[src/rtl/fft_frame_scheduler_if.sv]
// Signal bundle between the frame scheduler and its ADC reader / SPI master neighbours.
// The scheduler attaches through the slave modport; the driving side uses master.
interface fft_frame_scheduler_if #(
    parameter int unsigned DATA_W = 16
);
    logic              i_Enable;
    logic              i_Clr_Ovr;
    logic              o_Sample;
    logic              i_ADC_DV;
    logic [DATA_W-1:0] i_ADC_Data;
    logic              o_TX_DV;
    logic [DATA_W-1:0] o_TX_Data;
    logic              i_TX_Ready;
    logic              o_Busy;
    logic              o_Overrun;
    logic [7:0]        o_Frame_Count;
    logic [1:0]        o_State;

    modport slave (
        input  i_Enable, i_Clr_Ovr, i_ADC_DV, i_ADC_Data, i_TX_Ready,
        output o_Sample, o_TX_DV, o_TX_Data, o_Busy, o_Overrun, o_Frame_Count, o_State
    );

    modport master (
        output i_Enable, i_Clr_Ovr, i_ADC_DV, i_ADC_Data, i_TX_Ready,
        input  o_Sample, o_TX_DV, o_TX_Data, o_Busy, o_Overrun, o_Frame_Count, o_State
    );
endinterface

[src/rtl/fft_frame_scheduler.sv]
// Paces ADC conversions, captures N samples into a frame buffer, then drains a header word
// plus the frame through the SPI master's DV/Ready handshake.
module fft_frame_scheduler #(
    parameter int unsigned N_SAMPLES  = 8,
    parameter int unsigned DATA_W     = 16,
    parameter int unsigned SAMPLE_DIV = 1600
) (
    input logic                  i_Clk,
    input logic                  i_Rst,
    fft_frame_scheduler_if.slave bus
);
    localparam int unsigned DIV_W  = $clog2(SAMPLE_DIV);
    localparam int unsigned IDX_W  = $clog2(N_SAMPLES);
    localparam int unsigned WORD_W = $clog2(N_SAMPLES + 1);

    typedef enum logic [1:0] {
        StIdle    = 2'b00,
        StCapture = 2'b01,
        StDrain   = 2'b10
    } state_e;

    state_e              state_q, state_d;
    logic [DIV_W-1:0]    div_q, div_d;
    logic [IDX_W-1:0]    wr_idx_q, wr_idx_d;
    logic [WORD_W-1:0]   word_q, word_d;
    logic                pending_q, pending_d;
    logic                outstanding_q, outstanding_d;
    logic                sample_q, sample_d;
    logic                tx_dv_q, tx_dv_d;
    logic [DATA_W-1:0]   tx_data_q, tx_data_d;
    logic                overrun_q, overrun_d;
    logic [7:0]          frame_q, frame_d;
    logic [DATA_W-1:0]   frame_buf [N_SAMPLES];
    logic                buf_we;
    logic                tick;
    logic                ovr_set;
    logic [IDX_W-1:0]    rd_idx;

    assign tick   = (div_q == DIV_W'(SAMPLE_DIV - 1));
    assign rd_idx = IDX_W'(word_q - 1'b1);

    always_comb begin
        state_d       = state_q;
        div_d         = div_q;
        wr_idx_d      = wr_idx_q;
        word_d        = word_q;
        pending_d     = pending_q;
        outstanding_d = outstanding_q;
        sample_d      = 1'b0;
        tx_dv_d       = 1'b0;
        tx_data_d     = tx_data_q;
        frame_d       = frame_q;
        buf_we        = 1'b0;
        ovr_set       = 1'b0;

        unique case (state_q)
            StIdle: begin
                div_d     = '0;
                wr_idx_d  = '0;
                pending_d = 1'b0;
                if (bus.i_Enable) begin
                    state_d = StCapture;
                end
            end
            StCapture: begin
                if (!bus.i_Enable) begin
                    state_d   = StIdle;
                    div_d     = '0;
                    wr_idx_d  = '0;
                    pending_d = 1'b0;
                end else begin
                    div_d = tick ? '0 : div_q + 1'b1;
                    if (tick) begin
                        if (pending_q) begin
                            ovr_set = 1'b1;
                        end else begin
                            sample_d  = 1'b1;
                            pending_d = 1'b1;
                        end
                    end
                    if (bus.i_ADC_DV && pending_q) begin
                        buf_we    = 1'b1;
                        pending_d = 1'b0;
                        wr_idx_d  = wr_idx_q + 1'b1;
                        if (wr_idx_q == IDX_W'(N_SAMPLES - 1)) begin
                            state_d       = StDrain;
                            wr_idx_d      = '0;
                            word_d        = '0;
                            outstanding_d = 1'b0;
                        end
                    end
                end
            end
            StDrain: begin
                // The divider keeps running so every slot lost to draining is flagged.
                div_d = tick ? '0 : div_q + 1'b1;
                if (tick) begin
                    ovr_set = 1'b1;
                end
                if (outstanding_q) begin
                    if (!bus.i_TX_Ready) begin
                        outstanding_d = 1'b0;
                        if (word_q == WORD_W'(N_SAMPLES + 1)) begin
                            state_d   = bus.i_Enable ? StCapture : StIdle;
                            frame_d   = frame_q + 8'd1;
                            div_d     = '0;
                            wr_idx_d  = '0;
                            pending_d = 1'b0;
                            word_d    = '0;
                        end
                    end
                end else if (bus.i_TX_Ready && (word_q != WORD_W'(N_SAMPLES + 1))) begin
                    tx_dv_d       = 1'b1;
                    tx_data_d     = (word_q == '0) ? DATA_W'({8'hA5, frame_q}) : frame_buf[rd_idx];
                    word_d        = word_q + 1'b1;
                    outstanding_d = 1'b1;
                end
            end
            default: begin
                state_d = StIdle;
            end
        endcase

        // Set has priority over a coincident clear.
        overrun_d = ovr_set ? 1'b1 : (bus.i_Clr_Ovr ? 1'b0 : overrun_q);
    end

    always_ff @(posedge i_Clk) begin
        if (i_Rst) begin
            state_q       <= StIdle;
            div_q         <= '0;
            wr_idx_q      <= '0;
            word_q        <= '0;
            pending_q     <= 1'b0;
            outstanding_q <= 1'b0;
            sample_q      <= 1'b0;
            tx_dv_q       <= 1'b0;
            tx_data_q     <= '0;
            overrun_q     <= 1'b0;
            frame_q       <= '0;
        end else begin
            state_q       <= state_d;
            div_q         <= div_d;
            wr_idx_q      <= wr_idx_d;
            word_q        <= word_d;
            pending_q     <= pending_d;
            outstanding_q <= outstanding_d;
            sample_q      <= sample_d;
            tx_dv_q       <= tx_dv_d;
            tx_data_q     <= tx_data_d;
            overrun_q     <= overrun_d;
            frame_q       <= frame_d;
        end
    end

    always_ff @(posedge i_Clk) begin
        if (buf_we) begin
            frame_buf[wr_idx_q] <= bus.i_ADC_Data;
        end
    end

    assign bus.o_Sample      = sample_q;
    assign bus.o_TX_DV       = tx_dv_q;
    assign bus.o_TX_Data     = tx_data_q;
    assign bus.o_Busy        = (state_q != StIdle);
    assign bus.o_Overrun     = overrun_q;
    assign bus.o_Frame_Count = frame_q;
    assign bus.o_State       = state_q;
endmodule

[src/flat_wrapper.sv]
// flat-port wrapper written by rule: the top's interface ports become plain ports
module fft_frame_scheduler_flat 
#(
    parameter int unsigned N_SAMPLES  = 8,
    parameter int unsigned DATA_W     = 16,
    parameter int unsigned SAMPLE_DIV = 1600
)
  (i_Clk, i_Rst, bus_i_Enable, bus_i_Clr_Ovr, bus_i_ADC_DV, bus_i_ADC_Data, bus_i_TX_Ready, bus_o_Sample, bus_o_TX_DV, bus_o_TX_Data, bus_o_Busy, bus_o_Overrun, bus_o_Frame_Count, bus_o_State);
  fft_frame_scheduler_if #(.DATA_W(DATA_W)) bus_i ();
  input logic i_Clk;
  input logic i_Rst;
  input wire logic [$bits(bus_i.i_Enable)-1:0] bus_i_Enable;
  input wire logic [$bits(bus_i.i_Clr_Ovr)-1:0] bus_i_Clr_Ovr;
  input wire logic [$bits(bus_i.i_ADC_DV)-1:0] bus_i_ADC_DV;
  input wire logic [$bits(bus_i.i_ADC_Data)-1:0] bus_i_ADC_Data;
  input wire logic [$bits(bus_i.i_TX_Ready)-1:0] bus_i_TX_Ready;
  output wire logic [$bits(bus_i.o_Sample)-1:0] bus_o_Sample;
  output wire logic [$bits(bus_i.o_TX_DV)-1:0] bus_o_TX_DV;
  output wire logic [$bits(bus_i.o_TX_Data)-1:0] bus_o_TX_Data;
  output wire logic [$bits(bus_i.o_Busy)-1:0] bus_o_Busy;
  output wire logic [$bits(bus_i.o_Overrun)-1:0] bus_o_Overrun;
  output wire logic [$bits(bus_i.o_Frame_Count)-1:0] bus_o_Frame_Count;
  output wire logic [$bits(bus_i.o_State)-1:0] bus_o_State;
  assign bus_i.i_Enable = bus_i_Enable;
  assign bus_i.i_Clr_Ovr = bus_i_Clr_Ovr;
  assign bus_i.i_ADC_DV = bus_i_ADC_DV;
  assign bus_i.i_ADC_Data = bus_i_ADC_Data;
  assign bus_i.i_TX_Ready = bus_i_TX_Ready;
  assign bus_o_Sample = bus_i.o_Sample;
  assign bus_o_TX_DV = bus_i.o_TX_DV;
  assign bus_o_TX_Data = bus_i.o_TX_Data;
  assign bus_o_Busy = bus_i.o_Busy;
  assign bus_o_Overrun = bus_i.o_Overrun;
  assign bus_o_Frame_Count = bus_i.o_Frame_Count;
  assign bus_o_State = bus_i.o_State;
  fft_frame_scheduler #(.N_SAMPLES(N_SAMPLES), .DATA_W(DATA_W), .SAMPLE_DIV(SAMPLE_DIV)) u_core (.i_Clk(i_Clk), .i_Rst(i_Rst), .bus(bus_i));
endmodule
[config.mk]
export PLATFORM = sky130hd
export DESIGN_NAME = fft_frame_scheduler_flat
export DESIGN_NICKNAME = d
export VERILOG_FILES = /design/src/rtl/fft_frame_scheduler_if.sv /design/src/rtl/fft_frame_scheduler.sv /design/src/flat_wrapper.sv
export SDC_FILE = /design/constraint.sdc
export NUM_CORES = 1
export LEC_CHECK = 0
export BUFFER_PORTS_ARGS = -buffer_cell sky130_fd_sc_hd__buf_2
export CAP_MARGIN = 0
export CORE_MARGIN = 2
export CORE_UTILIZATION = 30
export CTS_CLUSTER_DIAMETER = 60
export DETAILED_ROUTE_END_ITERATION = 6
export PLACE_DENSITY = 0.55
export SLEW_MARGIN = 30
export SYNTH_ARGS = -nofsm -noshare
export SYNTH_HDL_FRONTEND = slang
export SYNTH_SLANG_ARGS = --single-unit
export TNS_END_PERCENT = 10
[constraint.sdc]
create_clock -name i_Clk -period 2.5 [get_ports i_Clk]
set_input_delay 0.375 -clock i_Clk [delete_from_list [all_inputs] [get_ports i_Clk]]
set_output_delay 0.375 -clock i_Clk [all_outputs]
set_load 0.1 [all_outputs]
=== After elaboration in Yosys (flattened, before gate mapping) ===
Memory sizes are Yosys's and may differ from the RTL's.
Cells that the tools add are included.

* Bits in registers: 49
* Memory bits (writable): 128
* Bits of input ports: 22
* Memories kept: 1

{| class="wikitable"
|+ Memories
! memory !! words !! bits a word !! rd ports !! clocked after memory_dff !! write ports !! RTL line !! text
|-
| u_core.frame_buf || 8 || 16 || 1 || 0 || 1 || fft_frame_scheduler.sv:33 || <nowiki>logic [DATA_W-1:0] frame_buf [N_SAMPLES];</nowiki>
|}

* Add/subtract/negate cells: 5
* Equal/unequal tests: 19
* Multiplexer cells: 58
* Bitwise gates (word level): 6
* Reduce and logical (&&, ||, !) cells: 17

{| class="wikitable"
|+ Operators with widths
! operator !! count
|-
| $mux 11 || 5
|-
| $pmux 11 s3 || 1
|-
| $mux 4 || 7
|-
| $mux 1 || 25
|-
| $mux 3 || 6
|-
| $mux 16 || 1
|-
| $mux 2 || 7
|-
| $add 11x1->11 const B || 1
|-
| $eq 11x11->1 const B || 1
|-
| $reduce_and 5->1 || 2
|-
| $pmux 3 s3 || 1
|-
| $add 8x1->8 const B || 1
|-
| $ne 2x1->1 const B || 4
|-
| $pmux 4 s2 || 1
|-
| $reduce_and 4->1 || 2
|-
| $reduce_and 7->1 || 1
|-
| $ne 2x2->1 const B || 3
|-
| $ne 3x2->1 const B || 2
|-
| $ne 3x3->1 const B || 2
|-
| $not 1->1 || 6
|-
| $pmux 2 s3 || 1
|-
| $reduce_and 6->1 || 1
|-
| $reduce_bool 2->1 || 3
|-
| $add 4x1->4 const B || 1
|-
| other kinds (18) || 20
|}

=== Logic depth before layout (Yosys ltp) ===
Gate-level depths: netlist of the first run.

* Depth in word-level cells: 6
* Gate-level depth with buffers: 12
* Depth with buffers taken out: 6

=== Least setup slack after synthesis of the first run ===
No wires, ideal clock.

* Kind: register to register
* From: reg u_core.state_q[0], in the netlist u_core.bus.o_State[0]
* To: mem u_core.frame_buf[0][0] (enable)
* Arrival time: 3.031 ns
* Required time: 2.091 ns
* Setup slack: -0.941 ns
* Stages on the path, launching flop included: 5
* Clock period less this slack: 3.441 ns
* Path through: dfxtp_1 ha_1 nand2_1 or3_1 nor3_1

* Word-level cells in the longest chain between the ends: 4

{| class="wikitable"
|+ Ends and longest elaborated chain
! element !! RTL line !! text
|-
| from (decl) || fft_frame_scheduler.sv:22 || <nowiki>state_e state_q, state_d;</nowiki>
|-
| from (signal assigned) || fft_frame_scheduler.sv:130 || <nowiki>state_q <= StIdle;</nowiki>
|-
| from (signal assigned) || fft_frame_scheduler.sv:142 || <nowiki>state_q <= state_d;</nowiki>
|-
| $eq 2x1->1 || fft_frame_scheduler.sv:56 || <nowiki>unique case (state_q)</nowiki>
|-
| $mux 1 || fft_frame_scheduler.sv:56 ||
|-
| $mux 1 || fft_frame_scheduler.sv:157 || <nowiki>if (buf_we) begin</nowiki>
|-
| $mux 1 (implied by the code) || fft_frame_scheduler.sv:158 || <nowiki>frame_buf[wr_idx_q] <= bus.i_ADC_Data;</nowiki>
|-
| to (decl) || fft_frame_scheduler.sv:33 ||
|}

No other way between the ends.

=== Final worst setup path of the first run ===
* From: reg u_core.word_q[1]
* To: reg u_core.div_q[3]

* Word-level cells in the longest chain between the ends: 5

{| class="wikitable"
|+ Ends and longest elaborated chain
! element !! RTL line !! text
|-
| from (decl) || fft_frame_scheduler.sv:25 || <nowiki>logic [WORD_W-1:0] word_q, word_d;</nowiki>
|-
| from (signal assigned) || fft_frame_scheduler.sv:145 || <nowiki>word_q <= word_d;</nowiki>
|-
| $eq 4x4->1 || fft_frame_scheduler.sv:103 || <nowiki>if (word_q == WORD_W'(N_SAMPLES + 1)) begin</nowiki>
|-
| $mux 11 || fft_frame_scheduler.sv:103 ||
|-
| $mux 11 || fft_frame_scheduler.sv:101 || <nowiki>if (!bus.i_TX_Ready) begin</nowiki>
|-
| $mux 11 || fft_frame_scheduler.sv:100 || <nowiki>if (outstanding_q) begin</nowiki>
|-
| $pmux 11 s3 || fft_frame_scheduler.sv:56 ||
|-
| to (signal assigned) || fft_frame_scheduler.sv:143 || <nowiki>div_q <= div_d;</nowiki>
|-
| to (decl) || fft_frame_scheduler.sv:23 || <nowiki>logic [DIV_W-1:0] div_q, div_d;</nowiki>
|}

No other way between the ends.
A chain may end at the register's enable or synchronous reset.

==> flow_results.org, run 1 <==
** CTS
- In this run, CTS created clock tree buffers numbering 17.
- The H-tree was split into 4 levels.
- Total clock sinks :: 177
- The root buffer cell chosen for the clock tree is clkbuf_16.
- TritonCTS built the clock tree.
- Clock latency on the worst-skew pair, taken at its later pin, is 430 ps.
- After clock tree synthesis, the clock-pin slew on the worst setup and hold paths is 70 ps.
- Post-CTS Setup Bufs :: 0
- Number of buffers inserted for hold repair after clock tree synthesis :: 0
- The longest clock path from root to sink contains 2 buffers.
- After clock tree synthesis, the repair step resized 0 gates.

** Die
- The die is ~160 microns wide.
- Row count :: between 50 and 60
- After floorplanning, the core was sized to cover approximately 24000 sq um.
- The die covers 26100 sq um.
- For this configuration, the core starts out at a cell density of a little under a third.
- Measured along the y axis, the die boundary spans between 150 and 200 microns.
- Number of top-level pins :: 52

** Placement
- Detailed Place HPWL :: 11200 microns
- # port buffers :: 51
- RePlAce Congestion :: 0.732

** STA
- The hold violation total from the final report came to 0.
- Timing would allow up to 455 MHz.
- Slew at the pin closest to its max-slew limit :: between 700 and 800 ps
- Final count of pins violating max slew :: 0
- Setup violations remaining at the end of the flow were counted as 0.
- After layout, the worst path uses 88.0% of the clock period.
- Across the routed clock network, the largest skew measured is roughly 8.4 ps.
- Aggregate negative setup slack :: 0 ps
- WHS :: 213 ps
- Headroom to the max-slew limit :: 50.5%
- Tmin final :: 2200 ps
- Setup repair after global routing missed its margin :: no

** Global routing
- Pin count of the biggest net entering global routing :: 33
- The number of antenna violations at the first check in global routing is 3.
- The number of global-route vias before repair was between 4000 and 5000.
- After global routing the overflow that remains totals 0.
- Across every metal layer, demand over resource in global routing totals a little over an eighth.
- First-pass GRT wire length :: 26400 microns

** Synthesis
- Number of synthesized flops with an enable pin :: 128
- The number of nets handed over by synthesis was about 550.
- Synthesized netlist cell count :: 521
- For this run, the number of Yosys warnings is 0.
- Of all flip-flops after synthesis, the portion carrying an async set or reset was 0%.
- In this run, distinct cell masters in the synthesized netlist total 62.
- Summing every instance area after synthesis gives 7450 sq um.
- Of the synthesized area, sequential elements account for 64.8%.
- After synthesis, the mean cell area works out to 14.3 sq um.
- In this run, synthesis produced a sequential element count of 177.
- Flip-flop cell with the highest count after synthesis :: edfxtp_1

** Power and ir drop
- In this run the power spent charging and discharging nets is 1.60 mW.
- The analysis attributes to cell leakage a power of ~3 nW.
- The clock network burns a little over two fifths of the power.
- Relative contribution of combinational cells to total power :: 7.1%
- Net switching is 24.6% of the power.
- Of the total power, registers draw 48.9%.
- Pwr dens :: 738 nW/um^2
- VDD sags by at most 464 uV.
- After layout, the design draws a total of 6.52 mW.
- The internal power of the cells totals 4.92 mW.

** Routing
- Number of design-rule violations left by the first detailed-router iteration :: 345
- DRT Pass-1 Iters :: 4
- Via density :: 4.93
- Number of vias in the routed layout :: 4566
- Total routed wirelength :: between 15000 and 20000 microns
- DRC violations left :: 0
- Residual antenna-violating net count after detailed routing :: 0
- Dividing the detail-routed wire length by the instance count gives 18.5 microns.

** Layout
- Fraction of layout cells with a size suffix above 1 :: 27.4%
- Count of fill cells added during filler insertion :: 2343
- At the end of the flow, the number of nets in the layout was 622.
- Most frequent cells in the layout :: edfxtp_1 (128), buf_2 (51), dfxtp_1 (46)
- The area growth from synthesis to layout is 18.5%.
- The repair_antennas step left the layout with diodes totalling 0.
- Leaving out fill and tap cells, the most frequent cell in the layout is edfxtp_1.

** Critical path
- Data on the critical path is required at its endpoint by 2790 ps.
- Slowest stage delay, CP :: about 570 ps
- By startpoint and endpoint, the worst setup path is classified as reg2reg.
- Critical-path top delay cell :: a21oi_1
- In this run the worst path has a maximum fanout of 9.
- Category of the worst setup path launch point :: flip-flop
- Critical path capture point type :: flip-flop
- Crit path DAT :: 2490 ps
- Buffers plus inverters on the worst setup path :: 1
- In this design, the largest share of critical-path delay is due to compound AO/OA/AOI/OAI gates.
- The signal on the critical path passes through inv_1 > ha_1 > and3b_1 > a311oi_1 > a21oi_1 > nor2_1.

** Worst hold path
- The worst hold path belongs to the class in2reg.

** Outcome
- The flow ran to the end, and the final reports show no timing, DRC or antenna violations.

** Flow run
- Max-cap violations in this run came to 0.
[final timing paths]
| path | start | endpoint | slack, ps | cells after the start |
|---|---|---|---|---|
| max | u_core.word_q[1]$_SDFFE_PP0P_ | u_core.div_q[3]$_SDFFE_PP0N_ | 300 | 6 |
| min | bus_i_ADC_Data[8] | u_core.frame_buf[6][8]$_DFFE_PP_ | 210 | 1 |
| max reg2reg | u_core.word_q[1]$_SDFFE_PP0P_ | u_core.div_q[3]$_SDFFE_PP0N_ | 300 | 6 |
| min reg2reg | u_core.bus.o_Overrun$_SDFFE_PP0P_ | u_core.bus.o_Overrun$_SDFFE_PP0P_ | 500 | 2 |
[stage by stage]
step / utilization, % / setup WS [ps] / area, sq um / std cells
after CTS: 36.3 / 309 / 8830 / 926
final: 36.3 / 300 / 8830 / 926
after detailed placement: 33.7 / 327 / 8190 / 894
after global placement: 33.7 / 366 / 8190 / 894
after floorplan: - / -154 / 7460 / 521
after global routing: 36.3 / 167 / 8830 / 926
[synthesized netlist by cell type (all sizes together) (4+ instances only)]
cell type | instances | share of area (%)
a211oi | 4 | 0.40
o31ai | 4 | 0.40
a22oi | 4 | 0.40
o2bb2ai | 10 | 1.2
o22ai | 9 | 0.76
nand2 | 18 | 0.91
nand3 | 4 | 0.44
nor3 | 24 | 1.7
inv | 14 | 0.71
or3 | 4 | 0.34
nand2b | 6 | 0.50
xor2 | 4 | 0.57
buf | 17 | 1.3
nor4 | 5 | 0.62
clkbuf | 6 | 0.30
edfxtp | 128 | 52
nand4 | 6 | 0.50
a31oi | 5 | 0.42
and2 | 8 | 0.67
dfxtp | 49 | 13
xnor2 | 8 | 1.0
a21oi | 13 | 0.92
mux2 | 30 | 4.5
o2111ai | 8 | 0.94
mux4 | 16 | 4.8
o21ai | 22 | 1.5
nor2 | 34 | 1.7
or4 | 6 | 0.60
ha | 11 | 1.8
mux2i | 14 | 1.9
[flip-flops by register name, summed over array words and instances, names as in the netlist]
name / flops
u_core.bus.o_State: 2
u_core.bus.o_TX_Data: 16
u_core.wr_idx_q: 3
u_core.bus.o_Frame_Count: 8
u_core.pending_q: 1
u_core.div_q: 11
u_core.bus.o_Overrun: 1
u_core.bus.o_Sample: 1
u_core.outstanding_q: 1
u_core.word_q: 4
u_core.bus.o_TX_DV: 1
u_core.frame_buf: 128
[worst register-to-register path, delay by kind of cell, from the launching register on]
kind	cells	cell delay [ps]
AOI/OAI and AO/OA	2	830
and+or+nand+nor	2	600
DFF	1	340
adders and majority gates	1	190
buffers and inverters	1	110
[power by group through the flow]
stage,registers [mW],logic [mW],clock network [mW]
2_1_floorplan,3.34,0.242,0
5_1_grt,3.19,0.502,3.05
6_report,3.19,0.465,2.87
3_5_place_dp,3.25,0.468,0
4_1_cts,3.19,0.469,2.93
3_3_place_gp,3.25,0.458,0
[routing by layer]
| layer | track usage [%] | part of all wire [%] |
|---|---|---|
| met1 | 17.8 | 46 |
| met2 | 21.4 | 48 |
| met3 | 3.70 | 4.1 |
| met4 | 4.38 | 1.1 |
| met5 | 0 | 0.20 |
[final cells by class]
| class | count | area [sq um] | area share [%] |
|---|---|---|---|
| Sequential cell | 177 | 4830 | 54.7 |
| Tap cell | 324 | 405 | 4.59 |
| Inverter | 15 | 56.3 | 0.638 |
| Timing Repair Buffer | 72 | 425 | 4.82 |
| Clock buffer | 17 | 425 | 4.82 |
| Clock inverter | 15 | 220 | 2.49 |
| Multi-Input combinational cell | 306 | 2470 | 28.0 |
[cells by family (layout without fill, tap and decap cells)]
group                    after synthesis  in the layout  share of synthesized area (%)
AO/OA/AOI/OAI                         92             92                           8.45
XOR/XNOR                              12             12                           1.61
adder cells (fa/ha/maj)               11             11                           1.85
buffers and inverters                 38            119                           2.40
flip-flops                           177            177                           64.8
multiplexers                          60             60                           11.3
AND/OR/NAND/NOR                      131            131                           9.67
Note: power is estimated with default switching activity, not from simulation.
==> run 2: changes to the inputs <==
--- a/config.mk
+++ b/config.mk
@@ -11,7 +11,7 @@
 export CORE_UTILIZATION = 30
 export CTS_CLUSTER_DIAMETER = 60
 export DETAILED_ROUTE_END_ITERATION = 6
-export PLACE_DENSITY = 0.55
+export PLACE_DENSITY = 0.47
 export SLEW_MARGIN = 30
 export SYNTH_ARGS = -nofsm -noshare
 export SYNTH_HDL_FRONTEND = slang
==> flow_results.org, run 2 (synthesis gave the netlist of run 1 again) <==
** CTS
- The number of gates resized after CTS came to 0 (unchanged).
- The maximum level of the CTS H-tree came to 4 (unchanged).
- Clk slew on worst S/H paths :: 70 ps (about the same)
- Insertion delay of the later-clocked pin in the worst-skew pair :: 430 ps (about the same)
- The number of buffers on the longest clock path came to 2 (unchanged).
- The number of CTS-inserted buffers is 17 (unchanged).
- The number of sinks on the clock net came to 177 (unchanged).
- CTS tree :: done
- Cell chosen for the clock root :: clkbuf_16
- Number of buffers inserted for hold repair after clock tree synthesis :: 0 (unchanged)
- The number of setup buffers added after CTS was 0 (unchanged).

** Worst hold path
- WHS Endpoint :: u_core.frame_buf[6][10]$_DFFE_PP_
- Worst Hold Path Cells :: 1 (unchanged)
- In this run the worst hold path is classified as in2reg.
- Source of the worst hold timing path :: bus_i_ADC_Data[10]

** Layout
- The register with the most flip-flops in the final layout is u_core.frame_buf.
- The final antenna diode count came to 0 (unchanged).
- Layout overhead on the synthesized area :: 17.7%
- Most frequent cells in the layout :: edfxtp_1 (128), buf_2 (51), dfxtp_1 (46)
- Number of flip-flops under the largest register name :: 128 (unchanged)
- The net count reported at finish came to 622 (unchanged).
- Final instance area :: 8770 sq um (-0.69%)
- The number of fillers in the final layout came to 2331 (-0.51%).
- Fraction of layout cells with a size suffix above 1 :: 26.7% (-0.66 points)
- Most common cell after layout, fill and taps aside :: edfxtp_1

** Placement
- Cell area reported after detailed placement :: 8210 sq um (+0.31%)
- The half-perimeter wire length after placement was 11400 microns (+1.6%).
- The final estimated routing congestion in global placement came to 0.718 (-1.9%).
- The count of input and output buffers is 51 (unchanged).

** Global routing
- Pin count of the biggest net entering global routing :: 35 (+6.1%)
- First-pass GRT wire length :: 27300 microns (+3.7%)
- Aggregate global-route resource usage :: 14.0% (+0.56 points)
- Sum of overflow across all layers after global routing :: 0 (unchanged)
- The number of global-route vias before repair came to 4630 (+0.41%).
- Antenna violations before repair :: 0 (-3)

** Outcome
- The flow ran to the end, and the final reports show no timing, DRC or antenna violations.

** STA
- The share of the cycle needed by the critical path after routing is 90.8% (+2.8 points).
- Tmin final :: 2270 ps (+70.4 ps)
- The relative slew slack is 47.0% (-3.4 points).
- Final count of pins violating max slew :: 0 (unchanged)
- Final Skew :: 11.6 ps (+3.19 ps)
- Slew at the pin closest to its max-slew limit :: 788 ps (+51.1 ps)
- Setup repair after global routing left no endpoint under its margin.
- The hold violation total from the final report was 0 (unchanged).
- The number of setup violations in the final report is 0 (unchanged).
- Maximum frequency from static timing analysis :: 440 MHz (-3.1%)

** Routing
- Wirelength per Cell :: 19.0 microns (+2.8%)
- Number of design-rule violations left by the first detailed-router iteration :: 359 (+4.1%)
- Via density :: 4.93 (about the same)
- The number of vias after detailed routing is 4564 (-0.044%).
- Total routed wirelength :: 17600 microns (+2.8%)
- The residual DRC count came to 0 (unchanged).
- Residual antenna-violating net count after detailed routing :: 0 (unchanged)
- DRT Pass-1 Iters :: 4 (unchanged)

** Die
- Core Box Area :: 24300 sq um (unchanged)
- Die X-Extent :: 162 microns (unchanged)
- The die area was 26100 sq um (unchanged).
- The y dimension of the die came to 162 microns (unchanged).
- Effective utilization at floorplan :: 30.6% (unchanged)
- The total number of placement rows came to 57 (unchanged).
- The I/O pin total was 52 (unchanged).

** Flow run
- The max-capacitance violation count was 0 (unchanged).

** Power and ir drop
- Static Leak :: 2.95 nW (-1.2%)
- Design Power :: 6.19 mW (-5.1%)
- Largest vdd supply drop :: 387 uV (-17%)
- The power density normalized to cell area is 705 nW/um^2 (-4.5%).

** Critical path
- Setup slack, reg-to-reg :: 230 ps (-70 ps)
- Req. time, crit path :: 2850 ps (+60 ps)
- The setup path with the least slack is of type reg2reg.
- Worst flop-to-flop path startpoint :: u_core.bus.o_State[0]$_SDFFE_PP0P_
- The worst register-to-register path ends at u_core.bus.o_TX_Data[6]$_SDFFE_PP0P_.
- Maximum fanout along the worst path :: 10 (+1)
- STA classifies the critical path startpoint as a flip-flop.
- Critical path capture point type :: flip-flop
- Reg2Reg Depth :: 6 (unchanged)
- The critical path data arrival time was 2620 ps (+130 ps).
-- run 2: cell types whose count changed in the layout (fill, tap and decap cells not counted) --
| cell | previous run | this run |
|---|---|---|
| clkinv_1 | 1 | 4 |
| bufinv_16 | 3 | 1 |
| inv_8 | 3 | 1 |
| buf_12 | 1 | 3 |
| clkinv_8 | 3 | 0 |
| clkinv_2 | 1 | 0 |
| clkinv_4 | 1 | 3 |
| buf_4 | 20 | 18 |
| inv_6 | 3 | 5 |
| clkbuf_1 | 0 | 1 |
-- run 2: layer usage --
layer / up-vias / wire length (microns) / GRT usage [%]
li1: 2158 / - / -
met1: 2276 / 7900 / 18.9
met2: 113 / 8310 / 22.7
met3: 17 / 1080 / 2.77
met4: 0 / 291 / 4.55
met5: - / 0 / 0
-- run 2: stage by stage --
| stage | hold WS (ps) | util [%] | worst slack, ps | setup TNS (ps) | instances |
|---|---|---|---|---|---|
| 2_1_floorplan | 464 | - | -154 | -6770 | 521 |
| 3_3_place_gp | 469 | 33.8 | 348 | 0 | 894 |
| 3_5_place_dp | 485 | 33.8 | 285 | 0 | 894 |
| 4_1_cts | 198 | 36.1 | 268 | 0 | 926 |
| 5_1_grt | 217 | 36.1 | 123 | 0 | 926 |
| 6_report | 213 | 36.1 | 229 | 0 | 926 |
-- run 2: critical path, cell delays in order (launching register included) --
cell and delay [ps]:
dfxtp_2 340, inv_1 70, ha_1 410, nand4bb_1 580, o2bb2ai_1 420, o2111ai_1 190
o21ai_0 170
-- run 2: worst max path at each step --
| stage | endpoint | depth (start not counted) | startpoint | slack [ps] |
|---|---|---|---|---|
| after global placement | u_core.bus.o_TX_Data[6]$_SDFFE_PP0P_ | 6 | u_core.bus.o_State[0]$_SDFFE_PP0P_ | 350 |
| after CTS | u_core.bus.o_TX_Data[6]$_SDFFE_PP0P_ | 6 | u_core.bus.o_State[0]$_SDFFE_PP0P_ | 270 |
| after floorplan | u_core.frame_buf[2][0]$_DFFE_PP_ | 4 | u_core.bus.o_State[0]$_SDFFE_PP0P_ | -150 |
| final | u_core.bus.o_TX_Data[6]$_SDFFE_PP0P_ | 6 | u_core.bus.o_State[0]$_SDFFE_PP0P_ | 230 |
| after global routing | u_core.div_q[8]$_SDFFE_PP0N_ | 6 | u_core.word_q[1]$_SDFFE_PP0P_ | 120 |
| after detailed placement | u_core.bus.o_TX_Data[6]$_SDFFE_PP0P_ | 6 | u_core.bus.o_State[0]$_SDFFE_PP0P_ | 280 |
-- run 2: layout make-up --
| class | count | area (sq um) | area share, % |
|---|---|---|---|
| clock inverters | 14 | 130 | 1.48 |
| inverters | 15 | 56.3 | 0.642 |
| flip-flops and latches | 177 | 4830 | 55.1 |
| multi-input cells | 306 | 2470 | 28.2 |
| well taps | 324 | 405 | 4.62 |
| repair buffers | 72 | 450 | 5.14 |
| clock buffers | 18 | 429 | 4.89 |
-- run 2: report_power, final --
part	total, mW	switching, mW	internal, mW	leakage (nW)
Sequential	3.19	0.0268	3.16	1.55
Clock	2.53	1.15	1.39	0.271
Combinational	0.465	0.337	0.129	1.13
Total	6.19	1.51	4.68	2.95
==> run 3: changes to the inputs <==
--- a/config.mk
+++ b/config.mk
@@ -11,7 +11,7 @@
 export CORE_UTILIZATION = 30
 export CTS_CLUSTER_DIAMETER = 60
 export DETAILED_ROUTE_END_ITERATION = 6
-export PLACE_DENSITY = 0.47
+export PLACE_DENSITY = 0.45
 export SLEW_MARGIN = 30
 export SYNTH_ARGS = -nofsm -noshare
 export SYNTH_HDL_FRONTEND = slang
==> constraint.sdc (replaced) <==
create_clock -name i_Clk -period 2.7 [get_ports i_Clk]
set_input_delay 0.405 -clock i_Clk [delete_from_list [all_inputs] [get_ports i_Clk]]
set_output_delay 0.405 -clock i_Clk [all_outputs]
set_load 0.1 [all_outputs]
==> flow_results.org, run 3 (synthesis gave the netlist of run 1 again) <==
** Outcome
- Run status :: finished, final reports clean

** Placement
- RePlAce Congestion :: 0.746 (+3.8%)
- # port buffers :: 51 (unchanged)
- Number of cells after detailed placement :: 891 (-0.34%)
- The half-perimeter wire length after placement was 11300 microns (-0.15%).
- The pre-CTS setup slack was 483 ps (+199 ps).
- The standard cell area after detailed placement came to 8170 sq um (-0.46%).

** STA
- Final critical-path setup slack :: 473 ps (+244 ps)
- The share of the cycle needed by the critical path after routing was 82.5% (-8.3 points).
- The worst clock skew came to 9.87 ps (-1.76 ps).
- The hold slack is 246 ps (+33.6 ps).
- Final count of pins violating max slew :: 0 (unchanged)
- Setup repair after global routing left no endpoint under its margin.
- Hold violation total from the final report :: 0 (unchanged)
- Tmin final :: 2230 ps (-43.7 ps)
- Slew at the pin closest to its max-slew limit :: 790 ps (+1.40 ps)
- The setup TNS was 0 ps (unchanged).
- Maximum frequency from static timing analysis :: 449 MHz (+2.0%)
- The number of setup violations in the final report was 0 (unchanged).
- The relative slew slack was 47.2% (+0.19 points).

** Layout
- The number of fillers in the final layout was 2348 (+0.73%).
- The final antenna diode count was 0 (unchanged).
- Most frequent cells in the layout :: edfxtp_1 (128), buf_2 (51), dfxtp_1 (46)
- The net count reported at finish was 619 (-0.48%).
- The cell area after layout is 8790 sq um (+0.21%).
- The post-route non-filler standard cell count was 923 (-0.32%).
- Fraction of layout cells with a size suffix above 1 :: 26.9% (+0.13 points)
- The final core utilization was 36.1% (+0.077 points).
- Number of flip-flops under the largest register name :: 128 (unchanged)
- The sequential cell area is 4830 sq um (unchanged).
- The library cell used most frequently in the layout, excluding fill and tap cells, is edfxtp_1.
- The area growth from synthesis to layout is 18.0%.
- Multi-input gate area :: 2470 sq um (-0.10%)
- Register ranked first by flip-flop count :: u_core.frame_buf

** Power and ir drop
- The internal portion of total power is 4.38 mW (-6.4%).
- Flop pwr share :: 50.3% (-1.2 points)
- Switching power summed over all nets :: 1.49 mW (-1.1%)
- Pwr dens :: 668 nW/um^2 (-5.3%)
- Largest vdd supply drop :: 369 uV (-4.7%)
- The proportion of power drawn by the clock network is 42.5% (+1.5 points).
- Static Leak :: 2.96 nW (+0.29%)
- Relative contribution of combinational cells to total power :: 7.3% (-0.2 points)
- The post-route total power is 5.87 mW (-5.1%).
- Net Sw Frac :: 25.4% (+1.0 points)

** Critical path
- Maximum fanout along the worst path :: 12 (+2)
- The critical path data required time is 3000 ps (+150 ps).
- The critical path data arrival time came to 2530 ps (-90 ps).
- Critical-path top delay cell :: or3_1
- The worst setup path is captured at a flip-flop.
- Category of the worst setup path launch point :: flip-flop
- The number of cell instances on the worst register-to-register path is 7 (+1).
- The worst setup path is of the reg2reg kind.
- Slowest stage delay, CP :: 570 ps (about the same)
- The critical path goes through inv_1 > ha_1 > and3b_1 > buf_4 > or3_1 > o21ai_0 > o21ai_0.
- Crit path top cell by count :: o21ai_0

** Global routing
- The largest net degree at the start of global routing came to 33 (-5.7%).
- Antenna violations before repair :: 1 (+1)
- The combined global-route utilization of all metal layers was 14.1% (+0.053 points).
- Via count of the first global-routing pass :: 4599 (-0.67%)
- The residual overflow from global routing is 0 (unchanged).
- The wire length of the first global-routing pass was 27500 microns (+0.53%).

** Die
- The area of the core came to 24300 sq um (unchanged).
- The starting density of the core is 30.6% (unchanged).
- Number of top-level pins :: 52 (unchanged)
- Die X-Extent :: 162 microns (unchanged)
- Row count :: 57 (unchanged)
- The die area came to 26100 sq um (unchanged).
- Height of the die :: 162 microns (unchanged)

** Routing
- Wirelength per Cell :: 19.1 microns (+0.60%)
- Via density :: 4.93 (about the same)
- The initial detailed-routing violation count is 324 (-9.7%).
- The sum of routed wire length over all layers came to 17600 microns (+0.28%).
- The count of antenna-violating nets left after detailed routing is 0 (unchanged).
- DRC violations left :: 0 (unchanged)
- Number of vias in the routed layout :: 4552 (-0.26%)
- The number of search-and-repair iterations in the first detailed-routing pass is 4 (unchanged).

** Worst hold path
- The tightest min-delay check is of the in2reg type.
- The number of cells traversed by the worst hold path is 1 (unchanged).

** CTS
- The root buffer cell chosen for the clock tree is clkbuf_16.
- H-tree Lvls :: 4 (unchanged)
- The number of gates resized after CTS came to 0 (unchanged).
- The number of setup buffers added after CTS is 0 (unchanged).
- TritonCTS built the clock tree.
- The clock edge transition at the registers on the reported setup and hold paths is 70 ps (about the same).
- The clock latency reported for the late side of the worst-skew pair is 420 ps (about the same).
- The number of buffers on the longest clock path was 2 (unchanged).
- The number of CTS-inserted buffers came to 17 (unchanged).
- The number of hold buffers added after cts came to 0 (unchanged).
- Total clock sinks :: 177 (unchanged)

** Flow run
- Max-cap violations :: 0 (unchanged)
run 3: changes by cell type in the layout (fill, tap and decap cells not counted):
cell | previous run | this run
inv_8 | 1 | 2
clkinv_8 | 0 | 5
clkinv_1 | 4 | 1
nor2_2 | 1 | 0
clkinv_2 | 0 | 1
nor2_1 | 33 | 34
buf_4 | 18 | 16
clkbuf_1 | 1 | 0
clkinv_4 | 3 | 0
buf_12 | 3 | 2
run 3: metal layers:
metal / up-vias / GRT usage, % / share of wire [%]
li1: 2167 / - / -
met1: 2274 / 19.0 / 46
met2: 95 / 22.9 / 48
met3: 14 / 2.82 / 3.4
met4: 2 / 4.30 / 1.6
met5: - / 0 / 0.074
run 3: final cells by class:
type	count	share of cell area (%)
sequential	177	54.9
multi-input combinational	306	28.1
clock buffer	17	4.84
timing repair buffer	69	4.73
tap	324	4.61
clock inverter	15	2.16
inverter	15	0.641
run 3: final timing paths:
check                                           startpoint                                       end  slack, ps
setup / recovery             u_core.word_q[1]$_SDFFE_PP0P_      u_core.bus.o_TX_Data[4]$_SDFFE_PP0P_        470
hold / removal                          bus_i_ADC_Data[13]         u_core.frame_buf[7][13]$_DFFE_PP_        250
setup reg to reg             u_core.word_q[1]$_SDFFE_PP0P_      u_core.bus.o_TX_Data[4]$_SDFFE_PP0P_        470
hold reg to reg   u_core.bus.o_Frame_Count[6]$_SDFFE_PP0P_  u_core.bus.o_Frame_Count[6]$_SDFFE_PP0P_        500
run 3: worst max-delay path: cells and delay by family (launching register included):
kind / cells / cell delay (ps)
and+or+nand+nor: 2 / 860
DFF: 1 / 370
AOI/OAI and AO/OA: 2 / 350
buffers and inverters: 2 / 330
adders and majority gates: 1 / 190
run 3: power groups by stage:
stage | Sequential, mW | Clock, mW | Combinational, mW
3_5_place_dp | 3.01 | 0 | 0.429
5_1_grt | 2.95 | 2.67 | 0.467
3_3_place_gp | 3.01 | 0 | 0.425
4_1_cts | 2.95 | 2.56 | 0.430
2_1_floorplan | 3.10 | 0 | 0.224
6_report | 2.95 | 2.49 | 0.426
